File: config.mk
export PLATFORM = sky130hd
export DESIGN_NAME = fifo_stream_ctrl
export DESIGN_NICKNAME = d
export VERILOG_FILES = /design/src/rtl/fifo_stream_ctrl_pkg.sv /design/src/rtl/fifo_stream_ctrl.sv
export SDC_FILE = /design/constraint.sdc
export NUM_CORES = 1
export LEC_CHECK = 0
export ABC_AREA = 1
export BUFFER_PORTS_ARGS = -buffer_cell sky130_fd_sc_hd__buf_2
export CORE_ASPECT_RATIO = 0.8
export CORE_MARGIN = 5
export CORE_UTILIZATION = 43
export DETAILED_ROUTE_END_ITERATION = 10
export PLACE_DENSITY = 0.72
export SLEW_MARGIN = 15
export SYNTH_ARGS = -nofsm -noshare
export SYNTH_HDL_FRONTEND = slang
export SYNTH_SLANG_ARGS = --single-unit
File: constraint.sdc
create_clock -name clk -period 2.2 [get_ports clk]
set_input_delay 0.11 -clock clk [delete_from_list [all_inputs] [get_ports clk]]
set_output_delay 0.11 -clock clk [all_outputs]
set_load 0.01 [all_outputs]
File: src/rtl/fifo_stream_ctrl_pkg.sv
// Shared definitions for the line-buffer stream controller: FSM encoding and
// window geometry constants.
package fifo_stream_ctrl_pkg;

    typedef enum logic [1:0] {
        S_IDLE   = 2'd0,
        S_FILL   = 2'd1,
        S_STREAM = 2'd2,
        S_DONE   = 2'd3
    } state_t;

    localparam int KSIZE = 3;
    localparam int MIN_W = 3;

endpackage

File: src/rtl/fifo_stream_ctrl.sv
// Drives the line-buffer fifo as a fixed-length line delay for a raster pixel
// stream and flags when its three taps hold a complete 3x3 window column.
module fifo_stream_ctrl
    import fifo_stream_ctrl_pkg::*;
#(
    parameter int WIDTH    = 8,
    parameter int ADDR_BIT = 4,
    parameter int ROW_BIT  = 8
) (
    input  logic                clk,
    input  logic                rst,
    input  logic                start,
    input  logic [ADDR_BIT:0]   img_width,
    input  logic [ROW_BIT-1:0]  img_height,
    input  logic                pix_valid,
    input  logic [WIDTH-1:0]    pix_data,
    output logic                pix_ready,
    output logic                fifo_wen,
    output logic                fifo_ren,
    output logic [WIDTH-1:0]    fifo_in,
    output logic [ADDR_BIT:0]   fifo_depth,
    input  logic                fifo_full,
    input  logic [ADDR_BIT:0]   fifo_count,
    output logic                win_valid,
    output logic [ROW_BIT-1:0]  win_row,
    output logic [ADDR_BIT:0]   win_col,
    output logic                frame_done,
    output logic                cfg_err
);

    localparam int DEPTH = 2 ** ADDR_BIT;
    localparam int CW    = ADDR_BIT + 1;

    state_t              r_state;
    state_t              w_state_next;
    logic [CW-1:0]       r_width;
    logic [ROW_BIT-1:0]  r_height;
    logic [CW-1:0]       r_col;
    logic [ROW_BIT-1:0]  r_row;
    logic                r_win_valid;
    logic [ROW_BIT-1:0]  r_win_row;
    logic [CW-1:0]       r_win_col;
    logic                r_frame_done;
    logic                r_cfg_err;

    logic                w_cfg_ok;
    logic                w_launch;
    logic                w_ready;
    logic                w_accept;
    logic                w_last_col;
    logic                w_last_row;
    logic                w_fill_done;
    logic                w_win_hit;

    assign w_cfg_ok = (img_width >= CW'(MIN_W)) && (img_width <= CW'(DEPTH))
                   && (img_height >= ROW_BIT'(KSIZE));
    assign w_launch = start && (r_state == S_IDLE) && w_cfg_ok;

    // Once streaming, each push is paired with a pop, so a full fifo must not stall.
    assign w_ready  = ((r_state == S_FILL) || (r_state == S_STREAM))
                   && (!fifo_full || (r_state == S_STREAM));
    assign w_accept = pix_valid && w_ready;

    assign w_last_col  = (r_col == CW'(r_width - CW'(1)));
    assign w_last_row  = (r_row == ROW_BIT'(r_height - ROW_BIT'(1)));
    // Compared as >= so leftover occupancy from a previous frame cannot strand FILL.
    assign w_fill_done = w_accept
                      && (({1'b0, fifo_count} + (CW + 1)'(1)) >= {1'b0, r_width});
    assign w_win_hit   = w_accept && (r_row >= ROW_BIT'(KSIZE - 1))
                      && (r_col >= CW'(KSIZE - 1));

    assign pix_ready  = w_ready;
    assign fifo_wen   = w_accept;
    assign fifo_ren   = w_accept && (r_state == S_STREAM);
    assign fifo_in    = w_accept ? pix_data : '0;
    assign fifo_depth = r_width;
    assign win_valid  = r_win_valid;
    assign win_row    = r_win_row;
    assign win_col    = r_win_col;
    assign frame_done = r_frame_done;
    assign cfg_err    = r_cfg_err;

    always_comb begin
        w_state_next = r_state;
        unique case (r_state)
            S_IDLE:   if (w_launch) w_state_next = S_FILL;
            S_FILL:   if (w_fill_done) w_state_next = S_STREAM;
            S_STREAM: if (w_accept && w_last_row && w_last_col) w_state_next = S_DONE;
            S_DONE:   w_state_next = S_IDLE;
            default:  w_state_next = S_IDLE;
        endcase
    end

    // NOTE: sequential state uses non-blocking assignments so every register samples pre-edge values.
    always_ff @(posedge clk or posedge rst) begin
        if (rst) begin
            r_state <= S_IDLE;
        end else begin
            r_state <= w_state_next;
        end
    end

    always_ff @(posedge clk or posedge rst) begin
        if (rst) begin
            r_width      <= '0;
            r_height     <= '0;
            r_col        <= '0;
            r_row        <= '0;
            r_win_valid  <= 1'b0;
            r_win_row    <= '0;
            r_win_col    <= '0;
            r_frame_done <= 1'b0;
            r_cfg_err    <= 1'b0;
        end else begin
            r_cfg_err    <= start && (r_state == S_IDLE) && !w_cfg_ok;
            r_frame_done <= (r_state == S_STREAM) && (w_state_next == S_DONE);
            r_win_valid  <= w_win_hit;
            r_win_row    <= w_win_hit ? r_row : '0;
            r_win_col    <= w_win_hit ? r_col : '0;

            if (w_launch) begin
                r_width  <= img_width;
                r_height <= img_height;
                r_col    <= '0;
                r_row    <= '0;
            end else if (w_accept) begin
                if (w_last_col) begin
                    r_col <= '0;
                    if (!w_last_row) r_row <= r_row + ROW_BIT'(1);
                end else begin
                    r_col <= r_col + CW'(1);
                end
            end
        end
    end

endmodule

## Word level (Yosys, flattened, before mapping)

Index checks and enable logic that the tools add are counted.
Widths: inputs -> output; s select.

| word-level totals | value |
|---|---|
| logic and storage cells | 64 |
| register bits after elaboration | 44 |
| bits of input ports | 31 |

| operators by class | value |
|---|---|
| $lt $le $gt $ge | 6 |
| equal/unequal tests | 7 |
| muxes and demuxes | 14 |
| $add $sub $neg | 5 |
| reduce and logical (&&, ||, !) cells | 22 |

Operator list:

| kind | count |
|---|---|
| $mux 8 | 6 |
| $mux 5 | 4 |
| $ge 8x2->1 const B | 2 |
| $logic_and 1x1->1 | 14 |
| $ge 5x2->1 const B | 2 |
| $add 8x1->8 const B | 1 |
| $eq 8x8->1 | 1 |
| $pmux 2 s4 | 1 |
| $sub 8x1->8 const B | 1 |
| $add 5x1->6 const B | 1 |
| $eq 2x2->1 const B | 3 |
| $ge 6x5->1 | 1 |
| $mux 2 | 3 |
| $add 5x1->5 const B | 1 |
| $eq 5x5->1 | 1 |
| $le 5x5->1 const B | 1 |
| $sub 5x1->5 const B | 1 |
| $reduce_bool 2->1 | 2 |
| $reduce_and 3->1 | 1 |
| $eq 2x1->1 const B | 1 |
| $logic_not 1->1 | 2 |
| $logic_not 2->1 | 1 |
| $logic_or 1x1->1 | 2 |
| $ne 2x2->1 const B | 1 |

## Logic depth before layout (Yosys ltp)

| depth | value |
|---|---|
| word-level depth | 10 |
| mapped depth | 17 |

## Worst setup path after synthesis

No wires, ideal clock.

| path | value |
|---|---|
| path type | flip-flop to flip-flop |
| start point | reg r_width[0], in the netlist fifo_depth[0] |
| end point | reg r_frame_done, in the netlist frame_done |
| period minus slack after synthesis | 1.782 ns |
| arrival | 1.668 ns |
| library setup time | 0.115 ns |
| buffers on the path | 0 |
| path slack | 0.418 ns |
| stages on the path, launching flop included | 14 |
| path through | dfrtp_1 inv_1 ha_1 or2_2 nand3_1 nor2_1 nand3_1 nor2_2 nand3_1 nand2_1 nand2_1 nand2_1 nand2_1 nor2_1 |

| on the way | value |
|---|---|
| cells in the longest elaborated chain, start to end | 7 |
| elaborated cells on any way between the ends | 10 |

Ends and longest elaborated chain:

| what | RTL line | text |
|---|---|---|
| from (decl) | fifo_stream_ctrl.sv:36 | `logic [CW-1:0] r_width;` |
| from (signal assigned) | fifo_stream_ctrl.sv:122 | `r_width <= img_width;` |
| $sub 5x1->5 | fifo_stream_ctrl.sv:64 | `assign w_last_col = (r_col == CW'(r_width - CW'(1)));` |
| $eq 5x5->1 | fifo_stream_ctrl.sv:64 |  |
| $logic_and 1x1->1 | fifo_stream_ctrl.sv:88 | `S_STREAM: if (w_accept && w_last_row && w_last_col) w_state_next = S_DONE;` |
| $mux 2 | fifo_stream_ctrl.sv:88 |  |
| $pmux 2 s4 * | fifo_stream_ctrl.sv:85 | `unique case (r_state)` |
| $eq 2x2->1 * | fifo_stream_ctrl.sv:116 | `r_frame_done <= (r_state == S_STREAM) && (w_state_next == S_DONE);` |
| $logic_and 1x1->1 * | fifo_stream_ctrl.sv:116 |  |
| to (signal assigned) | fifo_stream_ctrl.sv:116 |  |
| to (decl) | fifo_stream_ctrl.sv:43 | `logic r_frame_done;` |

Every way passes the cells marked *; elsewhere a longest branch is shown, timed or not.
A chain may end at the register's enable or synchronous reset.

## Final worst setup path

| path | value |
|---|---|
| start point | reg r_state[0] |
| end point | out fifo_ren |

| on the way | value |
|---|---|
| cells in the longest elaborated chain, start to end | 5 |
| elaborated cells on any way between the ends | 7 |

Ends and longest elaborated chain:

| what | RTL line | text |
|---|---|---|
| from (decl) | fifo_stream_ctrl.sv:34 | `state_t r_state;` |
| from (signal assigned) | fifo_stream_ctrl.sv:99 | `r_state <= w_state_next;` |
| $eq 2x1->1 / $eq 2x2->1 (equally long branches) | fifo_stream_ctrl.sv:60, fifo_stream_ctrl.sv:61, fifo_stream_ctrl.sv:74 |  |
| $logic_or 1x1->1 (on tied branches) | fifo_stream_ctrl.sv:60, fifo_stream_ctrl.sv:61 |  |
| $logic_and 1x1->1 | fifo_stream_ctrl.sv:61 | `&& (!fifo_full \|\| (r_state == S_STREAM));` |
| $logic_and 1x1->1 | fifo_stream_ctrl.sv:62 | `assign w_accept = pix_valid && w_ready;` |
| $logic_and 1x1->1 * | fifo_stream_ctrl.sv:74 | `assign fifo_ren = w_accept && (r_state == S_STREAM);` |
| to (decl) | fifo_stream_ctrl.sv:19 | `output logic fifo_ren,` |

Marked as above.

==> results.rst <==
.. list-table::
   :header-rows: 1

   * - Metric
     - Value
   * - Sequential share of power
     - 32.3%
   * - Share of the synthesized area in the top cell type
     - 38.7%
   * - Post-detailed-route DRC marker count
     - 0
   * - Flip-flop and latch count after synthesis
     - 44
   * - Number of rows in the core area
     - 26
   * - Register area share after synthesis
     - 38.7%
   * - Die footprint
     - 0.00834 mm²
   * - Dominant cells by area after synthesis
     - sky130_fd_sc_hd__dfrtp_1 39%, sky130_fd_sc_hd__nand2_1 13%, sky130_fd_sc_hd__inv_1 7.1%
   * - Distinct cell type count after synthesis
     - 36
   * - Cell with the largest stage delay on the worst path
     - sky130_fd_sc_hd__dfrtp_1
   * - Crit path launch type
     - flip-flop
   * - Residual antenna-violating net count after detailed routing
     - 0
   * - Maximum achievable frequency
     - 0.487 GHz
   * - Simple-gate portion of the synthesized area
     - 32.0%
   * - Worst slew margin relative to its limit
     - 63.4%
   * - DRC violation total after the first TritonRoute iteration
     - 143
   * - Worst clock skew on the final layout
     - 0.00427 ns
   * - Layout Cell Area excl Fill
     - 0.00340 mm²
   * - Fraction of layout instances using a drive strength above 1
     - 22.0%
   * - Req. time, crit path
     - 2.09 ns
   * - Drt via density
     - 4.85
   * - DR vias
     - 2636
   * - Critical Path Fanout Max
     - 9
   * - Final-report setup violation count
     - 0
   * - Family of cells with the greatest summed delay on the critical path
     - buffers and inverters
   * - Number of nets in the finished design
     - 506
   * - Bufs on Longest Clock Path
     - 2
   * - Placement Cell Area
     - 0.00327 mm²
   * - Power Total
     - 3.77 mW
   * - Worst slack on hold paths
     - 0.0273 ns
   * - Quantity of I/O buffers inserted on ports
     - 62
   * - Dpl hpwl
     - 5200 µm
   * - Clock Power Share
     - 17.5%
   * - Initial core utilization
     - 44.3%
   * - Clock-pin slew on the worst setup and hold paths
     - 0.08 ns
   * - Final Hold Vio Count
     - 0
   * - Final period util
     - 93.4%
   * - Worst Path Class, Setup
     - reg -> out
   * - Int Power
     - 2.09 mW
   * - Slew of the pin with the lowest slew margin
     - 0.549 ns
   * - Initial DRT Pass Iterations
     - 4
   * - Aggregate global-route resource usage
     - 17.1%
   * - Share of synthesized cell area in full adder, half adder and majority cells
     - 7.05%
   * - Layout Area Growth over Synthesis
     - 19.6%
   * - Fillers
     - 639
   * - Synth Area in Compound Gates
     - 8.89%
   * - Maximum number of pins on one net before global-route repair
     - 45
   * - Number of buffers added by the clock tree synthesis step
     - 5
   * - Min Tclk post-route
     - 2.05 ns
   * - Power dissipated by switching net loads
     - 1.68 mW
   * - Total Neg Setup Slack
     - 0 ns
   * - Post-cts resize count
     - 0
   * - Total count of max-transition violations in the final report
     - 0
   * - Die boundary height
     - 82.7 µm
   * - Chain of cells forming the critical path
     - inv_1 > ha_1 > inv_2 > a21boi_2 > nand2_1 > buf_4 > nor2_1 > buf_2
   * - Crit end category
     - output port
   * - Number of I/O pins
     - 63
   * - CP arrival
     - 1.94 ns
   * - Routed wire length
     - 6630 µm
   * - Mux share of post-synthesis cell area
     - 0%
   * - GPL Wtd Cong
     - 0.885
   * - Biggest cell delay along the critical path
     - 0.40 ns
   * - Global-route wire length before repair
     - 11400 µm
   * - Post-synthesis cell area
     - 0.00284 mm²
   * - Highest ir drop seen on vdd
     - 0.000425 V
   * - Count of yosys warnings during synthesis
     - 0
   * - Proportion of power drawn by combinational gates
     - 50.2%
   * - Placeable core region
     - 0.00641 mm²
   * - Die boundary width
     - 101 µm
   * - Antenna Diode Count
     - 0
   * - Area share of xor/xnor cells in the synthesized design
     - 3.39%
   * - TritonCTS clock tree
     - yes
   * - Max-cap violations
     - 0
   * - Result of the run
     - completed
   * - Number of sinks driven by the clock tree
     - 44
   * - Buf+Inv Stages, Crit Path
     - 4
   * - Vias in the first global route
     - 2531
   * - Number of antenna violations at the first check in global routing
     - 0
   * - Class of the worst hold path
     - in -> reg
   * - Leakage
     - 1.89 nW
   * - Mean area per synthesized cell
     - 7.29 µm²
   * - Routed len/inst
     - 12.2 µm
   * - Clock insertion delay at the later pin of the skew report
     - 0.30 ns
   * - Post-synthesis cell count
     - 390
   * - Number of levels in the clock H-tree
     - 2
   * - Unrepaired setup endpoints after global routing
     - true
   * - Dominant combinational cell family by area after synthesis
     - simple AND/OR/NAND/NOR gates
   * - Fraction of power spent switching nets
     - 44.6%
   * - Number of nets in the synthesized netlist
     - 437
   * - CTS root buffer
     - sky130_fd_sc_hd__clkbuf_8
   * - Leading area contributor after synthesis
     - sky130_fd_sc_hd__dfrtp_1
   * - Total power density per cell area
     - 1110 mW/mm²
   * - Gr ovfl total
     - 0
area by class of cell:
| class | instances | area [µm²] | share of cell area (%) |
|---|---|---|---|
| clock buffers | 6 | 82.6 | 2.43 |
| clock inverters | 2 | 38.8 | 1.14 |
| inverters | 66 | 250 | 7.36 |
| multi-input cells | 275 | 1460 | 42.9 |
| flip-flops and latches | 44 | 1100 | 32.4 |
| well taps | 84 | 105 | 3.09 |
| repair buffers | 67 | 363 | 10.7 |
power by group through the flow:
stage                     Sequential [mW]  Combinational (mW)  Clock, mW
after floorplan                      1.21                1.40          0
after global placement               1.23                1.82          0
after detailed placement             1.23                1.87          0
after CTS                            1.22                1.90      0.674
after global routing                 1.25                2.18      0.705
final                                1.22                1.89      0.659
registers in the layout, indices dropped and copies added, names as in the netlist:
register and flops:
r_height 8, r_row 8, win_row 8, fifo_depth 5
r_col 5, win_col 5, r_state 2, cfg_err 1
frame_done 1, win_valid 1
routing by layer:
layer / vias up / share of wire (%) / track usage (%)
li1: 1369 / - / -
met1: 1167 / 49 / 24.0
met2: 91 / 43 / 27.2
met3: 9 / 6.8 / 3.27
met4: 0 / 1.0 / 4.04
met5: - / 0 / 0
kinds of logic after synthesis:
| logic type | count (synthesis) |
|---|---|
| and+or+nand+nor | 208 |
| DFF | 44 |
| buffers and inverters | 71 |
| adders and majority gates | 16 |
| AOI/OAI and AO/OA | 40 |
| xor gates and xnor gates | 11 |
placed cells by master (no fill, tap or decap), drive strengths merged, types with 3 or more instances in the layout:
cell type / Yosys / layout
inv: 65 / 65
nor2: 56 / 56
nor3: 3 / 3
o21ai: 24 / 24
a21oi: 8 / 8
nand4: 8 / 8
nand3: 33 / 33
ha: 16 / 16
dfrtp: 44 / 44
clkbuf: 1 / 6
buf: 4 / 66
xor2: 10 / 10
nand2: 101 / 101
nand3b: 3 / 3
through the flow:
stage               setup slack (ns)  util (%)  instances
finish                         0.145      53.0        544
global route                 -0.0168      53.0        544
CTS                            0.118      53.0        544
detailed placement             0.272      51.0        535
global placement               0.260      51.0        535
floorplan                      0.418         -        390
repair_timing:
item | 4_1_cts | 5_1_grt
hold buffers | 1 | 0
setup buffers | 0 | 0
hold endpoints to repair | 44 | 0
endpoints found under the setup margin | 0 | 1
worst register-to-register path, cell delays in order (launching register included):
cell and delay, ns:
sky130_fd_sc_hd__dfrtp_1 0.43, sky130_fd_sc_hd__inv_1 0.14, sky130_fd_sc_hd__ha_1 0.20, sky130_fd_sc_hd__inv_1 0.05, sky130_fd_sc_hd__nand2_1 0.07, sky130_fd_sc_hd__nand2_1 0.06, sky130_fd_sc_hd__nand2_1 0.05, sky130_fd_sc_hd__nand2_1 0.04
sky130_fd_sc_hd__nor2_1 0.08, sky130_fd_sc_hd__nand3_1 0.13, sky130_fd_sc_hd__nor2_2 0.19, sky130_fd_sc_hd__nand3_1 0.13, sky130_fd_sc_hd__nand2_1 0.07, sky130_fd_sc_hd__nand2_1 0.04, sky130_fd_sc_hd__nand2_1 0.05, sky130_fd_sc_hd__nand2_1 0.06
sky130_fd_sc_hd__nor2_1 0.08
synthesized netlist by cell type:
cell type                   instances
sky130_fd_sc_hd__dfrtp_1           44
sky130_fd_sc_hd__nand2_2            3
sky130_fd_sc_hd__o31ai_1            1
sky130_fd_sc_hd__ha_1              16
sky130_fd_sc_hd__o21ai_0           17
sky130_fd_sc_hd__o21ai_1            7
sky130_fd_sc_hd__or2_1              1
sky130_fd_sc_hd__nand2_1           97
sky130_fd_sc_hd__nor2_2             6
sky130_fd_sc_hd__inv_1             54
sky130_fd_sc_hd__a31oi_1            1
sky130_fd_sc_hd__nand4_1            8
sky130_fd_sc_hd__nor4_1             1
sky130_fd_sc_hd__nand3b_1           3
sky130_fd_sc_hd__xor2_1            10
sky130_fd_sc_hd__nor3b_2            1
sky130_fd_sc_hd__nand2_4            1
sky130_fd_sc_hd__buf_2              2
sky130_fd_sc_hd__nand3_1           32
sky130_fd_sc_hd__or2_2              1
sky130_fd_sc_hd__nor2_1            50
sky130_fd_sc_hd__buf_4              1
sky130_fd_sc_hd__nor3_1             3
sky130_fd_sc_hd__inv_4              1
sky130_fd_sc_hd__nand3_2            1
sky130_fd_sc_hd__o22ai_1            2
sky130_fd_sc_hd__xnor2_1            1
sky130_fd_sc_hd__buf_6              1
sky130_fd_sc_hd__clkinv_1           1
sky130_fd_sc_hd__inv_2             10
sky130_fd_sc_hd__a21oi_1            8
sky130_fd_sc_hd__o31ai_4            1
sky130_fd_sc_hd__clkbuf_1           1
sky130_fd_sc_hd__a21boi_2           1
sky130_fd_sc_hd__o2111ai_4          1
sky130_fd_sc_hd__o21bai_1           1
path summary, 6_finish.rpt:
check,start,endpoint,slack [ns],depth (start not counted)
setup / recovery,r_state[0]$_DFF_PP0_,fifo_ren,0.15,8
setup reg to reg,fifo_depth[0]$_DFFE_PP0P_,frame_done$_DFF_PP0_,0.25,16
hold reg to reg,r_row[6]$_DFFE_PP0P_,r_row[6]$_DFFE_PP0P_,0.54,2
max in group asynchronous,rst,r_height[0]$_DFFE_PP0P_,1.33,4
hold / removal,img_width[3],fifo_depth[3]$_DFFE_PP0P_,0.03,3
min in group asynchronous,rst,win_row[1]$_DFF_PP0_,0.49,4
No activity file was read; power rests on OpenSTA's default activity.
